===== src/rtl/mul2_accum.sv =====
// mul2_accum: sums a burst of LEN 4-bit products into an ACC_W-bit accumulator and
// presents the result with a sticky overflow flag over a valid/ready handshake.
// Optional build macro MUL2_ACCUM_SATURATE_EN: saturate at all ones instead of wrapping.
module mul2_accum #(
    parameter int unsigned ACC_W = 8,
    parameter int unsigned LEN   = 4
) (
    input  logic             clk,
    input  logic             rst_n,
    input  logic             start,
    input  logic             in_valid,
    output logic             in_ready,
    input  logic [3:0]       prod,
    output logic             out_valid,
    input  logic             out_ready,
    output logic [ACC_W-1:0] acc_out,
    output logic             overflow,
    output logic             busy
);

    localparam int unsigned CntW = $clog2(LEN + 1);
    localparam logic [CntW-1:0] LastCnt = CntW'(LEN - 1);

    typedef enum logic [1:0] {
        StIdle,
        StAccum,
        StDone
    } state_e;

    state_e          state_q, state_d;
    logic [ACC_W-1:0] acc_q, acc_d;
    logic            ovf_q, ovf_d;
    logic [CntW-1:0] cnt_q, cnt_d;
    logic [ACC_W:0]  sum;

    // One extra bit catches the carry out of the accumulator.
    assign sum = {1'b0, acc_q} + {{(ACC_W - 3){1'b0}}, prod};

    // Next-state logic: burst sequencing and accumulation.
    always_comb begin
        state_d = state_q;
        acc_d   = acc_q;
        ovf_d   = ovf_q;
        cnt_d   = cnt_q;
        unique case (state_q)
            StIdle: begin
                if (start) begin
                    state_d = StAccum;
                    acc_d   = '0;
                    ovf_d   = 1'b0;
                    cnt_d   = '0;
                end
            end
            StAccum: begin
                if (in_valid) begin
                    cnt_d = cnt_q + 1'b1;
                    if (sum[ACC_W]) begin
                        ovf_d = 1'b1;
`ifdef MUL2_ACCUM_SATURATE_EN
                        acc_d = '1;
`else
                        acc_d = sum[ACC_W-1:0];
`endif
                    end else begin
                        acc_d = sum[ACC_W-1:0];
                    end
                    if (cnt_q == LastCnt) begin
                        state_d = StDone;
                    end
                end
            end
            StDone: begin
                if (out_ready) begin
                    state_d = StIdle;
                end
            end
            default: state_d = StIdle;
        endcase
    end

    // State registers with asynchronous active-low reset.
    always_ff @(posedge clk or negedge rst_n) begin
        if (!rst_n) begin
            state_q <= StIdle;
            acc_q   <= '0;
            ovf_q   <= 1'b0;
            cnt_q   <= '0;
        end else begin
            state_q <= state_d;
            acc_q   <= acc_d;
            ovf_q   <= ovf_d;
            cnt_q   <= cnt_d;
        end
    end

    // Outputs are decoded purely from registered state.
    always_comb begin
        in_ready  = (state_q == StAccum);
        out_valid = (state_q == StDone);
        busy      = (state_q != StIdle);
        acc_out   = acc_q;
        overflow  = ovf_q;
    end

endmodule


===== config.mk =====
export PLATFORM = sky130hd
export DESIGN_NAME = mul2_accum
export DESIGN_NICKNAME = d
export VERILOG_FILES = /design/src/rtl/mul2_accum.sv
export SDC_FILE = /design/constraint.sdc
export NUM_CORES = 1
export LEC_CHECK = 0
export CAP_MARGIN = 20
export CELL_PAD_IN_SITES_DETAIL_PLACEMENT = 0
export CELL_PAD_IN_SITES_GLOBAL_PLACEMENT = 1
export CORE_MARGIN = 4
export CORE_UTILIZATION = 35
export CTS_CLUSTER_SIZE = 10
export DETAILED_ROUTE_END_ITERATION = 16
export GPL_ROUTABILITY_DRIVEN = 0
export PLACE_DENSITY = 0.85
export SYNTH_ARGS = -nofsm -noshare
export SYNTH_HDL_FRONTEND = slang
export SYNTH_SLANG_ARGS = --single-unit

===== constraint.sdc =====
create_clock -name clk -period 5.1 [get_ports clk]
set_input_delay 1.53 -clock clk [delete_from_list [all_inputs] [get_ports clk]]
set_output_delay 1.53 -clock clk [all_outputs]
set_load 0.02 [all_outputs]

## Yosys cells after proc, flatten, opt, wreduce, memory -nomap -nowiden

Index checks and enable logic that the tools add are counted.

- Register bits after elaboration: 14
- Latch bits: 0
- Bits in writable memories: 0
- Memory bits (read-only): 0
- Bits of input ports: 9
- Output and inout bits: 12
- Logic and storage cells: 35
- Memories kept: 0

- Add/subtract/negate cells: 2
- Multiply operators: 0
- Div/mod/pow operators: 0
- Order comparisons: 0
- Eq/ne operators: 8
- Shift operators: 0
- Multiplexer cells: 15
- Bitwise operators: 0
- Reduce and logical (&&, ||, !) cells: 6

Operators with widths:

| kind | count |
|---|---|
| 2-to-1 mux 8 bit | 2 |
| case mux 8 bit (2 select lines) | 1 |
| adder 8 x 4 -> 9 bit | 1 |
| 2-to-1 mux 2 bit | 4 |
| AND reduction 4 bit | 2 |
| 2-to-1 mux 3 bit | 2 |
| != test 2 x 1 -> 1 bit, second input constant | 3 |
| case mux 2 bit (3 select lines) | 1 |
| case mux 3 bit (2 select lines) | 1 |
| != test 2 bit, second input constant | 2 |
| nonzero test 2 bit | 2 |
| adder 3 x 1 -> 3 bit, second input constant | 1 |
| == test 3 x 2 -> 1 bit, second input constant | 1 |
| 2-to-1 mux 1 bit | 3 |
| AND reduction 3 bit | 1 |
| == test 2 x 1 -> 1 bit, second input constant | 1 |
| == test 2 bit, second input constant | 1 |
| zero test 2 bit | 1 |
| case mux 1 bit (2 select lines) | 1 |

## Longest topological paths before layout

- Word-level depth: 4
- Mapped depth: 6
- Gate-level depth less buffers: 6

## Least setup slack after synthesis

No wires, ideal clock.

- Path kind: input to register
- Start: input port prod[0]
- End: register acc_q[6] (netlist: acc_out[6])
- Setup time: 136 ps
- Data arrival time: 2753 ps
- Path slack: 2211 ps
- Stages on the path: 6
- Path through: ha_1 > fa_1 > a21o_1 > a21oi_1 > nor2_1 > mux2i_1

- Longest elaborated chain between the ends: 3

Ends and longest elaborated chain:

| what | line | text |
|---|---|---|
| start: declaration | 13 | `input logic [3:0] prod,` |
| adder 8 x 4 -> 9 bit | 37 | `assign sum = {1'b0, acc_q} + {{(ACC_W - 3){1'b0}}, prod};` |
| 2-to-1 mux 8 bit | 55 | `if (in_valid) begin` |
| case mux 8 bit (2 select lines) | 45 | `unique case (state_q)` |
| end signal: assignment | 85 | `acc_q <= '0;` |
| end signal: assignment | 90 | `acc_q <= acc_d;` |
| end: declaration | 31 | `logic [ACC_W-1:0] acc_q, acc_d;` |

No other way between the ends. The select of a mux whose other input is x is not followed.
A chain may end at the register's enable or synchronous reset.

## Worst setup path after layout

- Start: register state_q[0]
- End: output port in_ready

- Longest elaborated chain between the ends: 1

Ends and longest elaborated chain:

| what | line | text |
|---|---|---|
| start: declaration | 30 | `state_e state_q, state_d;` |
| start signal: assignment | 84 | `state_q <= StIdle;` |
| start signal: assignment | 89 | `state_q <= state_d;` |
| == test 2 x 1 -> 1 bit | 98 | `in_ready = (state_q == StAccum);` |
| end: declaration | 12 | `output logic in_ready,` |

No other way between the ends.

==> flow_summary.toml <==
[synth]
yosysUniqueCellTypes = 33
synth_most_common_cell = "dfrtp_1"
syn_nets = 92
yosysTopAreaCell = "dfrtp_1"
yosys_warnings = 0
async_reset_ff_share_pct = 100
ys_top_cells_by_area = "dfrtp_1 (44%), ha_1 (9.5%), nand2_1 (4.7%)"
synthCells = 76
seq_area_frac_synth_pct = 44.2
ys_ff_latch = 14
synth_edf_count = 0
yosys.area.top_type_share_pct = 44.2
syn_area_per_cell_um2 = 10.4
synthFlopType = "dfrtp_1"
netlist_area_um2 = 793
synth_commonest_cells = "dfrtp_1 (14), nand2_1 (10), ha_1 (6), o21ai_0 (6)"

[setup_path]
path_cells = "nor2b_1 -> clkdlybuf4s50_1"
cp_num_buf_inv = 1
required_ns = 3.57
arrival_ns = 1.63
cp_slowest_cell = "clkdlybuf4s50_1"
ff2ff_setup_slack_ns = 3.27
critPathKind = "reg2out"
end_kind = "output port"
cp-start-kind = "flip-flop"
crit_family = "buffers and inverters"
path_max_fanout = 9
cpPeakStageDelay_ns = 0.64

[floorplanning]
die-area_um2 = 3090
num_rows = 16
ios = 21
die_y_um = 55.6
core_area_um2 = 2060
initial_core_util_pct = 38.5
die_x_um = 55.6

[timing]
setup_viol = 0
hold_viol_final = 0
timing.final.crit_share_pct = 61.9
rsz0062_at_grt = "no"
final.min_clock_period_ns = 3.16
slew_viol_final = 0
tightest_slew_ns = 0.633
fin_skew_ns = 0.00345
max_slew_margin_pct = 57.7
fmax_ghz = 0.317
finalSetupTns_ns = 0

[power_and_ir_drop]
peakVddDrop_uv = 296
p_leak_nw = 0.460
power-per-cell-area_nw_per_um2 = 515

[finish]
seqCellArea_um2 = 350
drive_above_1_share_pct = 6.19
fin_cells = 124
fillers = 203
final_nets = 115
final_core_utilization_pct = 50.1
post-route-cell-area_um2 = 1030
multiInputGateArea_um2 = 419
syn_to_final_growth_pct = 30.3
n_antenna_cell = 0

[global_route]
antenna_found_initial = 0
grt_pass1_wl_um = 2780
grt_pass1_vias = 586
grt-ovfl-total = 0
grt_usage_pct = 11.6
grt_max_degree = 15

[run]
cap_violations = 0

[detailed_routing]
drc = 0
ant_nets = 0
drt_pre_antenna_iters = 4
wirelength_um = 1570
wl_per_cell_um = 12.7
drt_iter0_markers = 5
via_count = 628
via_per_inst = 5.06

[clock_network]
root_buffer = "clkbuf_4"
cts.sinks = 14
cts_tree = "built"
cts_setup_buffers = 0
postCtsResizedCells = 0
postCtsHoldBufs = 0
clkLatencyLatePin_ns = 0.28
clockBufferDepth = 2
clk_pin_slew_ns = 0.07
cts_buffers = 3
htreeDepth = 1

[placed_design]
io_buffers = 20
dpl-instance-area_um2 = 1010
dp.cells = 121
dpl.hpwl_um = 1220

[run_status]
status = "finished, final reports clean"

[hold_path]
hold_path_class = "reg2reg"
-- logic make-up (layout without fill, tap and decap cells) --
| group | after synthesis | after routing | share of synthesized area, % |
|---|---|---|---|
| AOI/OAI and AO/OA | 24 | 24 | 21.6 |
| adders and majority gates | 7 | 7 | 12.0 |
| buffers and inverters | 4 | 25 | 3.00 |
| xor gates and xnor gates | 1 | 1 | 1.10 |
| DFF | 14 | 14 | 44.2 |
| muxes | 2 | 2 | 2.52 |
| and+or+nand+nor | 24 | 24 | 15.6 |
-- per-stage QoR --
| step | power, mW | hold slack, ns | setup WS [ns] |
|---|---|---|---|
| after global placement | 0.473 | 0.465 | 1.74 |
| after floorplan | 0.372 | 0.450 | 2.21 |
| after detailed placement | 0.477 | 0.480 | 1.71 |
| after global routing | 0.582 | 0.525 | 1.81 |
| final | 0.532 | 0.488 | 1.94 |
| after CTS | 0.540 | 0.498 | 1.92 |
-- flip-flops by register name (all words and copies together) (netlist names) --
register	count
overflow	1
cnt_q	3
acc_out	8
state_q	2
-- power breakdown --
part           internal (mW)  total [mW]  switching, mW
sequential             0.152       0.192         0.0402
clock                 0.0274      0.0608         0.0334
combinational          0.136       0.279          0.143
-- area by class of cell --
class / count / area share [%]
multi-input combinational: 58 / 40.6
sequential: 14 / 33.9
timing repair buffer: 20 / 19.4
tap: 27 / 3.27
clock buffer: 3 / 2.18
inverter: 2 / 0.726
-- final timing paths --
path	cells after the start	start	end
max	2	state_q[0]	in_ready
min	2	cnt_q[2]	cnt_q[2]
max reg2reg	6	acc_out[0]	acc_out[6]
min reg2reg	2	cnt_q[2]	cnt_q[2]
max in group asynchronous	1	rst_n	state_q[1]
min in group asynchronous	1	rst_n	cnt_q[0]
-- placed cells by master, fill, tap and decap left out, drive strengths merged, types with 3 or more instances in the layout --
cell,synthesis,final
clkdlybuf4s50,0,20
dfrtp,14,14
nor2,4,4
nand2,10,10
ha,6,6
clkbuf,0,3
o21ai,6,6
a21oi,3,3
a22o,3,3
-- per-layer routing --
layer	GRT usage [%]	part of all wire, %	vias to the layer above
met5	0	0	-
met4	4.17	1.2	0
met3	5.80	6.4	2
met2	16.2	46	16
met1	15.4	46	287
li1	-	-	323
-- worst min-delay path: cells and delay by family, from the launching register on --
kind	cells	cell delay (ns)
AO/OA/AOI/OAI	1	0.06
flip-flops	1	0.35
AND/OR/NAND/NOR	1	0.04
No activity file was read; power rests on OpenSTA's default activity.
